===== src/rtl/sata_pkg.sv =====
// Shared SATA transmit constants and the 32-step scrambler LFSR advance.
package sata_pkg;

  localparam logic [15:0] SATA_SCR_POLY         = 16'hA011;
  localparam logic [15:0] SATA_SCR_SEED         = 16'hFFFF;
  localparam int          SATA_MAX_FRAME_DWORDS = 2064;

  typedef enum logic {
    S_IDLE  = 1'b0,
    S_FRAME = 1'b1
  } scr_state_t;

  // Galois LFSR, 32 single-bit steps. Step k's output is stored in scr[k].
  // This bit order is what makes seed FFFF produce scr = C2D2768D.
  // Returns {next_lfsr, scr}.
  function automatic logic [47:0] scramble_advance(input logic [15:0] prior,
                                                   input logic [15:0] poly = SATA_SCR_POLY);
    logic [15:0] r;
    logic [31:0] scr;
    logic        fb;
    r   = prior;
    scr = '0;
    for (int i = 0; i < 32; i++) begin
      fb     = r[15];
      scr[i] = fb;
      r      = {r[14:0], 1'b0} ^ (fb ? poly : 16'h0000);
    end
    return {r, scr};
  endfunction

endpackage


===== src/rtl/satatx_scr_lfsr.sv =====
// 16-bit scrambler state with advance/reseed strobes; reseed wins over advance.
module satatx_scr_lfsr
  import sata_pkg::*;
#(
  parameter logic [15:0] POLYNOMIAL   = SATA_SCR_POLY,
  parameter logic [15:0] INITIAL_SEED = SATA_SCR_SEED
) (
  input  logic        clk,
  input  logic        rst_n,
  input  logic        advance,
  input  logic        reseed,
  output logic [31:0] scr
);

  logic [15:0] state;
  logic [47:0] step;

  assign step = scramble_advance(state, POLYNOMIAL);
  assign scr  = step[31:0];

  always_ff @(posedge clk or negedge rst_n) begin
    if (!rst_n) begin
      state <= INITIAL_SEED;
    end else if (reseed) begin
      state <= INITIAL_SEED;
    end else if (advance) begin
      state <= step[47:32];
    end
  end

endmodule


===== src/rtl/satatx_scrambler.sv =====
// SATA TX scrambler: XORs each AXI-stream dword with the per-frame LFSR sequence.
// Optional SATATX_SCRAMBLER_BYPASS_EN adds i_bypass to forward data unscrambled.
//   state   | meaning
//   S_IDLE  | next accepted beat starts a frame
//   S_FRAME | inside a multi-dword frame, waiting for TLAST
module satatx_scrambler
  import sata_pkg::*;
#(
  parameter logic [15:0] POLYNOMIAL   = SATA_SCR_POLY,
  parameter logic [15:0] INITIAL_SEED = SATA_SCR_SEED,
  parameter int          MAX_DWORDS   = SATA_MAX_FRAME_DWORDS,
  parameter logic        OPT_LOWPOWER = 1'b1
) (
  input  logic        S_AXI_ACLK,
  input  logic        S_AXI_ARESETN,
  input  logic        i_abort,
`ifdef SATATX_SCRAMBLER_BYPASS_EN
  input  logic        i_bypass,
`endif
  input  logic        S_AXIS_TVALID,
  output logic        S_AXIS_TREADY,
  input  logic [31:0] S_AXIS_TDATA,
  input  logic        S_AXIS_TLAST,
  output logic        M_AXIS_TVALID,
  input  logic        M_AXIS_TREADY,
  output logic [31:0] M_AXIS_TDATA,
  output logic        M_AXIS_TLAST,
  output logic        o_overlength
);

  localparam logic [11:0] MAX_CNT = 12'(MAX_DWORDS);

  scr_state_t  state, state_next;
  logic [11:0] count, count_inc;
  logic        accept, reseed;
  logic [31:0] scr, beat_data;
  logic        out_valid, out_last, overlength;
  logic [31:0] out_data;

  assign S_AXIS_TREADY = (!out_valid || M_AXIS_TREADY) && !i_abort;
  assign accept        = S_AXIS_TVALID && S_AXIS_TREADY;
  assign reseed        = i_abort || (accept && S_AXIS_TLAST);
  assign count_inc     = (count == 12'hFFF) ? count : count + 12'd1;

`ifdef SATATX_SCRAMBLER_BYPASS_EN
  assign beat_data = i_bypass ? S_AXIS_TDATA : (S_AXIS_TDATA ^ scr);
`else
  assign beat_data = S_AXIS_TDATA ^ scr;
`endif

  satatx_scr_lfsr #(
    .POLYNOMIAL  (POLYNOMIAL),
    .INITIAL_SEED(INITIAL_SEED)
  ) u_lfsr (
    .clk    (S_AXI_ACLK),
    .rst_n  (S_AXI_ARESETN),
    .advance(accept),
    .reseed (reseed),
    .scr    (scr)
  );

  always_ff @(posedge S_AXI_ACLK or negedge S_AXI_ARESETN) begin
    if (!S_AXI_ARESETN) begin
      state <= S_IDLE;
    end else begin
      state <= state_next;
    end
  end

  always_comb begin
    state_next = state;
    case (state)
      S_IDLE:  if (accept && !S_AXIS_TLAST) state_next = S_FRAME;
      S_FRAME: if (accept && S_AXIS_TLAST)  state_next = S_IDLE;
      default: state_next = S_IDLE;
    endcase
    if (i_abort) state_next = S_IDLE;
  end

  // The count clears on the TLAST beat, but overlength is judged on that beat's incremented value.
  always_ff @(posedge S_AXI_ACLK or negedge S_AXI_ARESETN) begin
    if (!S_AXI_ARESETN) begin
      count      <= '0;
      overlength <= 1'b0;
    end else if (i_abort) begin
      count <= '0;
    end else if (accept) begin
      count <= S_AXIS_TLAST ? 12'd0 : count_inc;
      if (count_inc > MAX_CNT) begin
        overlength <= 1'b1;
      end else if (state == S_IDLE) begin
        overlength <= 1'b0;
      end
    end
  end

  always_ff @(posedge S_AXI_ACLK or negedge S_AXI_ARESETN) begin
    if (!S_AXI_ARESETN) begin
      out_valid <= 1'b0;
      out_data  <= '0;
      out_last  <= 1'b0;
    end else if (i_abort) begin
      out_valid <= 1'b0;
      if (OPT_LOWPOWER) begin
        out_data <= '0;
        out_last <= 1'b0;
      end
    end else if (accept) begin
      out_valid <= 1'b1;
      out_data  <= beat_data;
      out_last  <= S_AXIS_TLAST;
    end else if (M_AXIS_TREADY) begin
      out_valid <= 1'b0;
      if (OPT_LOWPOWER) begin
        out_data <= '0;
        out_last <= 1'b0;
      end
    end
  end

  assign M_AXIS_TVALID = out_valid;
  assign M_AXIS_TDATA  = out_data;
  assign M_AXIS_TLAST  = out_last;
  assign o_overlength  = overlength;

endmodule


===== config.mk =====
export PLATFORM = sky130hd
export DESIGN_NAME = satatx_scrambler
export DESIGN_NICKNAME = d
export VERILOG_FILES = /design/src/rtl/sata_pkg.sv /design/src/rtl/satatx_scr_lfsr.sv /design/src/rtl/satatx_scrambler.sv
export SDC_FILE = /design/constraint.sdc
export NUM_CORES = 1
export LEC_CHECK = 0
export ABC_AREA = 1
export BUFFER_PORTS_ARGS = -buffer_cell sky130_fd_sc_hd__buf_2
export CAP_MARGIN = 20
export CORE_ASPECT_RATIO = 2
export CORE_MARGIN = 3
export CORE_UTILIZATION = 65
export CTS_BUF_LIST = sky130_fd_sc_hd__clkbuf_4
export DETAILED_ROUTE_END_ITERATION = 7
export PLACE_DENSITY = 0.95
export SYNTH_ARGS = -nofsm -noshare
export SYNTH_HDL_FRONTEND = slang
export SYNTH_SLANG_ARGS = --single-unit

===== constraint.sdc =====
create_clock -name S_AXI_ACLK -period 14.9 [get_ports S_AXI_ACLK]
set_clock_uncertainty 0.15 [all_clocks]
set_input_delay 2.98 -clock S_AXI_ACLK [delete_from_list [all_inputs] [get_ports S_AXI_ACLK]]
set_output_delay 2.98 -clock S_AXI_ACLK [all_outputs]
set_load 0.1 [all_outputs]

### Word-level counts from Yosys, hierarchy flattened

Cells that the tools add are included.

| word-level totals | value |
|---|---|
| input bits | 38 |
| output and inout port bits | 36 |
| logic and storage cells | 111 |
| register bits | 64 |

| cells by class | value |
|---|---|
| $add $sub $neg | 1 |
| mux-type cells | 52 |
| bitwise operators | 35 |
| equality and inequality tests | 2 |
| reduce and logical (&&, ||, !) cells | 13 |
| $lt $le $gt $ge | 1 |

Operators with widths:

| cell | number |
|---|---|
| $mux 16 | 34 |
| $xor 16x16->16 | 32 |
| $mux 32 | 3 |
| $mux 12 | 4 |
| $xor 32x32->32 | 1 |
| $add 12x1->12 const B | 1 |
| $eq 12x12->1 const B | 1 |
| $gt 12x12->1 const B | 1 |
| $mux 1 | 10 |
| $logic_and 1x1->1 | 4 |
| $reduce_bool 2->1 | 2 |
| $logic_not 1->1 | 3 |
| $reduce_and 3->1 | 1 |
| $reduce_bool 3->1 | 1 |
| $logic_or 1x1->1 | 2 |
| $ne 2x1->1 const B | 1 |
| $not 1->1 | 2 |
| $pmux 1 s2 | 1 |

### Logic depth before layout (Yosys ltp)

| logic depth | value |
|---|---|
| depth in word-level cells | 66 |
| gate-level depth with buffers | 60 |
| depth with buffers taken out | 59 |

### By module

A second synthesis with hierarchy kept.

| unflattened totals | value |
|---|---|
| cell total of the unflattened synthesis | 701 |
| area, all modules | 5750.5 µm² |

By module, submodules not included:

| module | area each (µm²) | times used | cells each | seq. area each (µm²) |
|---|---|---|---|---|
| satatx_scr_lfsr | 3121.7 | 1 | 429 | 420.4 |
| satatx_scrambler | 2628.8 | 1 | 272 | 1201.2 |

### Worst setup path after synthesis

Ideal clock, no wire load.

| timing path | value |
|---|---|
| path type | input to output |
| from | input port M_AXIS_TREADY |
| to | output port S_AXIS_TREADY |
| cell stages on the path | 2 |
| buffers on the path | 0 |
| required time | 11.770 ns |
| arrival time | 4.297 ns |
| path slack | 7.473 ns |
| path through | nor2_1 -> nor2_1 |

| between the ends | value |
|---|---|
| longest elaborated chain between the ends | 2 |

RTL lines:

| item | line | text |
|---|---|---|
| from (decl) | satatx_scrambler.sv:25 | `input logic M_AXIS_TREADY,` |
| $logic_or 1x1->1 | satatx_scrambler.sv:40 | `assign S_AXIS_TREADY = (!out_valid \|\| M_AXIS_TREADY) && !i_abort;` |
| $logic_and 1x1->1 | satatx_scrambler.sv:40 |  |
| to (decl) | satatx_scrambler.sv:21 | `output logic S_AXIS_TREADY,` |

Every way passes these cells.

### Final worst setup path

Ends and elaborated chain as after synthesis.

==> summary.txt <==
Routing
  • Via count normalized by instance count: 5.80
  • Post-detailed-routing wire length: 14600 um
  • Drt drc: 0
  • Average wire length per cell after detail routing: 16.5 um
  • Number of optimization iterations in the first detailed-route pass: 7
  • Residual antenna-violating net count after detailed routing: 0
  • Initial drt markers: 492
  • Via count: 5142

Final layout
  • Number of inserted filler cells in the final layout: 599
  • Diode insertion count for antenna repair: 0
  • Most common cell after layout, fill and taps aside: inv_1
  • Share of post-route cells with drive strength above 1: 32.4%
  • Synthesis-to-finish area growth: 11.7%
  • # nets final: 825
  • Commonest cells after routing, fill and taps aside: inv_1, nand2_1, nand3_1

Clock tree
  • Clock transition at the register clock pins on the worst setup and hold paths after CTS: 100 ps
  • Root buffer cell: clkbuf_4
  • TritonCTS Buffers: 9
  • Clock buffer depth: 2
  • Number of buffers added to fix hold violations after cts: 0
  • TritonCTS clock tree: built
  • Total number of clock tree sinks: 64
  • H-tree levels: 3
  • Count of cells resized by post-cts repair: 0
  • Clock latency on the worst-skew pair: 450 ps
  • Count of buffers added by post-CTS timing repair for setup: 0

Placed design
  • Port Buffer Count: 73
  • Routability congestion estimate: 0.967
  • HPWL reported at the end of detailed placement: 11100 um
  • Post-placement setup slack: 8110 ps

Worst setup path
  • Worst reg2reg path startpoint: u_lfsr.state[15]$_DFFE_PN1P_
  • Worst stage delay on the critical path: 440 ps
  • R2R setup slack: 8310 ps
  • Required time at the worst-slack endpoint: 11770 ps
  • Length in cells of the worst reg-to-reg path: 49
  • Cell type group with the largest total delay on the critical path: buffers and inverters
  • Setup Crit Path Kind: input pin to output pin
  • Crit Path Max Fanout: 2
  • Slowest library cell on the worst path: buf_2
  • Type of destination of the critical path: output pin
  • Cell Chain, Critical Path: buf_2, nor2_1, nor2_1, buf_2
  • Crit path buffers/inverters: 2
  • Capturing element of the worst setup path: S_AXIS_TREADY
  • End of the worst register-to-register path: u_lfsr.state[4]$_DFFE_PN1P_
  • Startpoint of the most critical setup path: M_AXIS_TREADY
  • Cell count along the critical path: 4
  • Critical path launch point type: input pin
  • Arrival time at the worst endpoint: 3660 ps

Global routing
  • Vias in the first global route: 5240
  • Wire length of the first global-routing pass: 23700 um
  • Total congestion overflow after global routing: 0
  • Antenna violations before repair: 0
  • Maximum number of pins on one net before global-route repair: 65
  • All-layer global routing usage: 31.8%

Timing
  • Tightest slew margin relative to the limit: 44.6%
  • Transition time at the pin with the least slew margin: 831 ps
  • Setup TNS: 0 ps
  • Setup slack of the critical path after layout: 8110 ps
  • Tightest hold margin: 351 ps
  • Achievable clock frequency: 147 MHz
  • Hold Fails Final Rpt: 0
  • Total count of max-transition violations in the final report: 0
  • Final setup violating endpoints: 0
  • Final critical path time including I/O delays and setup: 6790 ps
  • Share of the cycle needed by the critical path after routing: 45.6%
  • Unrepaired setup endpoints after global routing: false

Synth
  • Number of register bits inferred by synthesis: 64
  • Count of distinct cell types in the synthesized netlist: 32
  • Share of synthesized area occupied by flip-flops and latches: 30.6%
  • Net count after synthesis: 749
  • Cell count after synthesis: 710
  • Synthesis Warnings: 0
  • Mean Syn Cell Area: 7.46 um2
  • Post-synthesis cell area: 0.00530 mm2

Min path
  • Hold depth: 2
  • Class of the tightest hold or removal check: register to register

Run status
  • Run status: complete, no violations

Floorplan
  • Starting Density: 66.7%
  • Die footprint: 0.00933 mm2
  • Chip Height: 134 um
  • Standard-cell rows: 46
  • Core box area: 0.00794 mm2
  • Horizontal die dimension: 69.8 um
  • Total I/O pin count: 74

Run
  • Max Cap Violations: 0
[area by class of cell]
type	instances	area [um2]	share of cell area, %
inverters	152	573	9.68
clock buffers	10	75.1	1.27
repair buffers	77	395	6.68
well taps	96	120	2.03
multi-input cells	482	3050	51.5
flip-flops and latches	64	1620	27.4
clock inverters	6	85.1	1.44
[worst min-delay path by stage]
stage	from	to	slack, ps
after floorplan	state$_DFF_PN0_	state$_DFF_PN0_	290
after global placement	state$_DFF_PN0_	state$_DFF_PN0_	320
after detailed placement	state$_DFF_PN0_	state$_DFF_PN0_	320
after CTS	state$_DFF_PN0_	state$_DFF_PN0_	340
after global routing	state$_DFF_PN0_	state$_DFF_PN0_	390
final	state$_DFF_PN0_	state$_DFF_PN0_	350
[routing by layer]
layer / track usage (%) / wire length, um
met3: 4.68 / 701
met2: 57.4 / 7980
met4: 24.6 / 999
met5: 0 / 0
met1: 31.8 / 4930
[worst register-to-register path, delay by kind of cell, from the launching register on]
family	cells	cell delay, ps
flip-flops	1	670
AND/OR/NAND/NOR	45	5440
buffers and inverters	4	290
[logic make-up (layout without fill, tap and decap cells)]
logic type / Yosys count / after routing / synth area share (%)
DFF: 64 / 64 / 30.6
adders and majority gates: 1 / 1 / 0.236
AOI/OAI and AO/OA: 82 / 82 / 8.65
xor gates and xnor gates: 44 / 44 / 7.82
buffers and inverters: 164 / 245 / 11.9
and+or+nand+nor: 355 / 355 / 40.8
[synthesized netlist by cell type, drive strengths merged]
master	count	area, um2
clkbuf	8	30.0
dfstp	16	420
o22ai	32	200
nand3	127	891
nor4	1	6.26
a21oi	5	25.0
xor2	39	342
ha	1	12.5
nand2	180	1020
nand3b	8	60.1
o21ai	43	215
nand4	2	12.5
inv	150	566
xnor2	3	26.3
nor3	6	30.0
clkinv	2	7.51
buf	4	25.0
xnor3	2	46.3
dfrtp	48	1200
or2	9	56.3
nor2	22	82.6
o32ai	2	17.5
[per-stage QoR]
| step | cells | util (%) | instance area [um2] |
|---|---|---|---|
| 4_1_cts | 887 | 74.5 | 5920 |
| 3_3_place_gp | 871 | 72.5 | 5760 |
| 6_report | 887 | 74.5 | 5920 |
| 2_1_floorplan | 710 | - | 5300 |
| 5_1_grt | 887 | 74.5 | 5920 |
| 3_5_place_dp | 871 | 72.5 | 5760 |
[state kept, by name, indices dropped and copies added (netlist names)]
register	count
M_AXIS_TDATA	32
M_AXIS_TLAST	1
M_AXIS_TVALID	1
u_lfsr.state	16
count	12
state	1
o_overlength	1
Power is not shown: default switching activity piles up to over one toggle a cycle in this logic, so the estimate is an artifact.
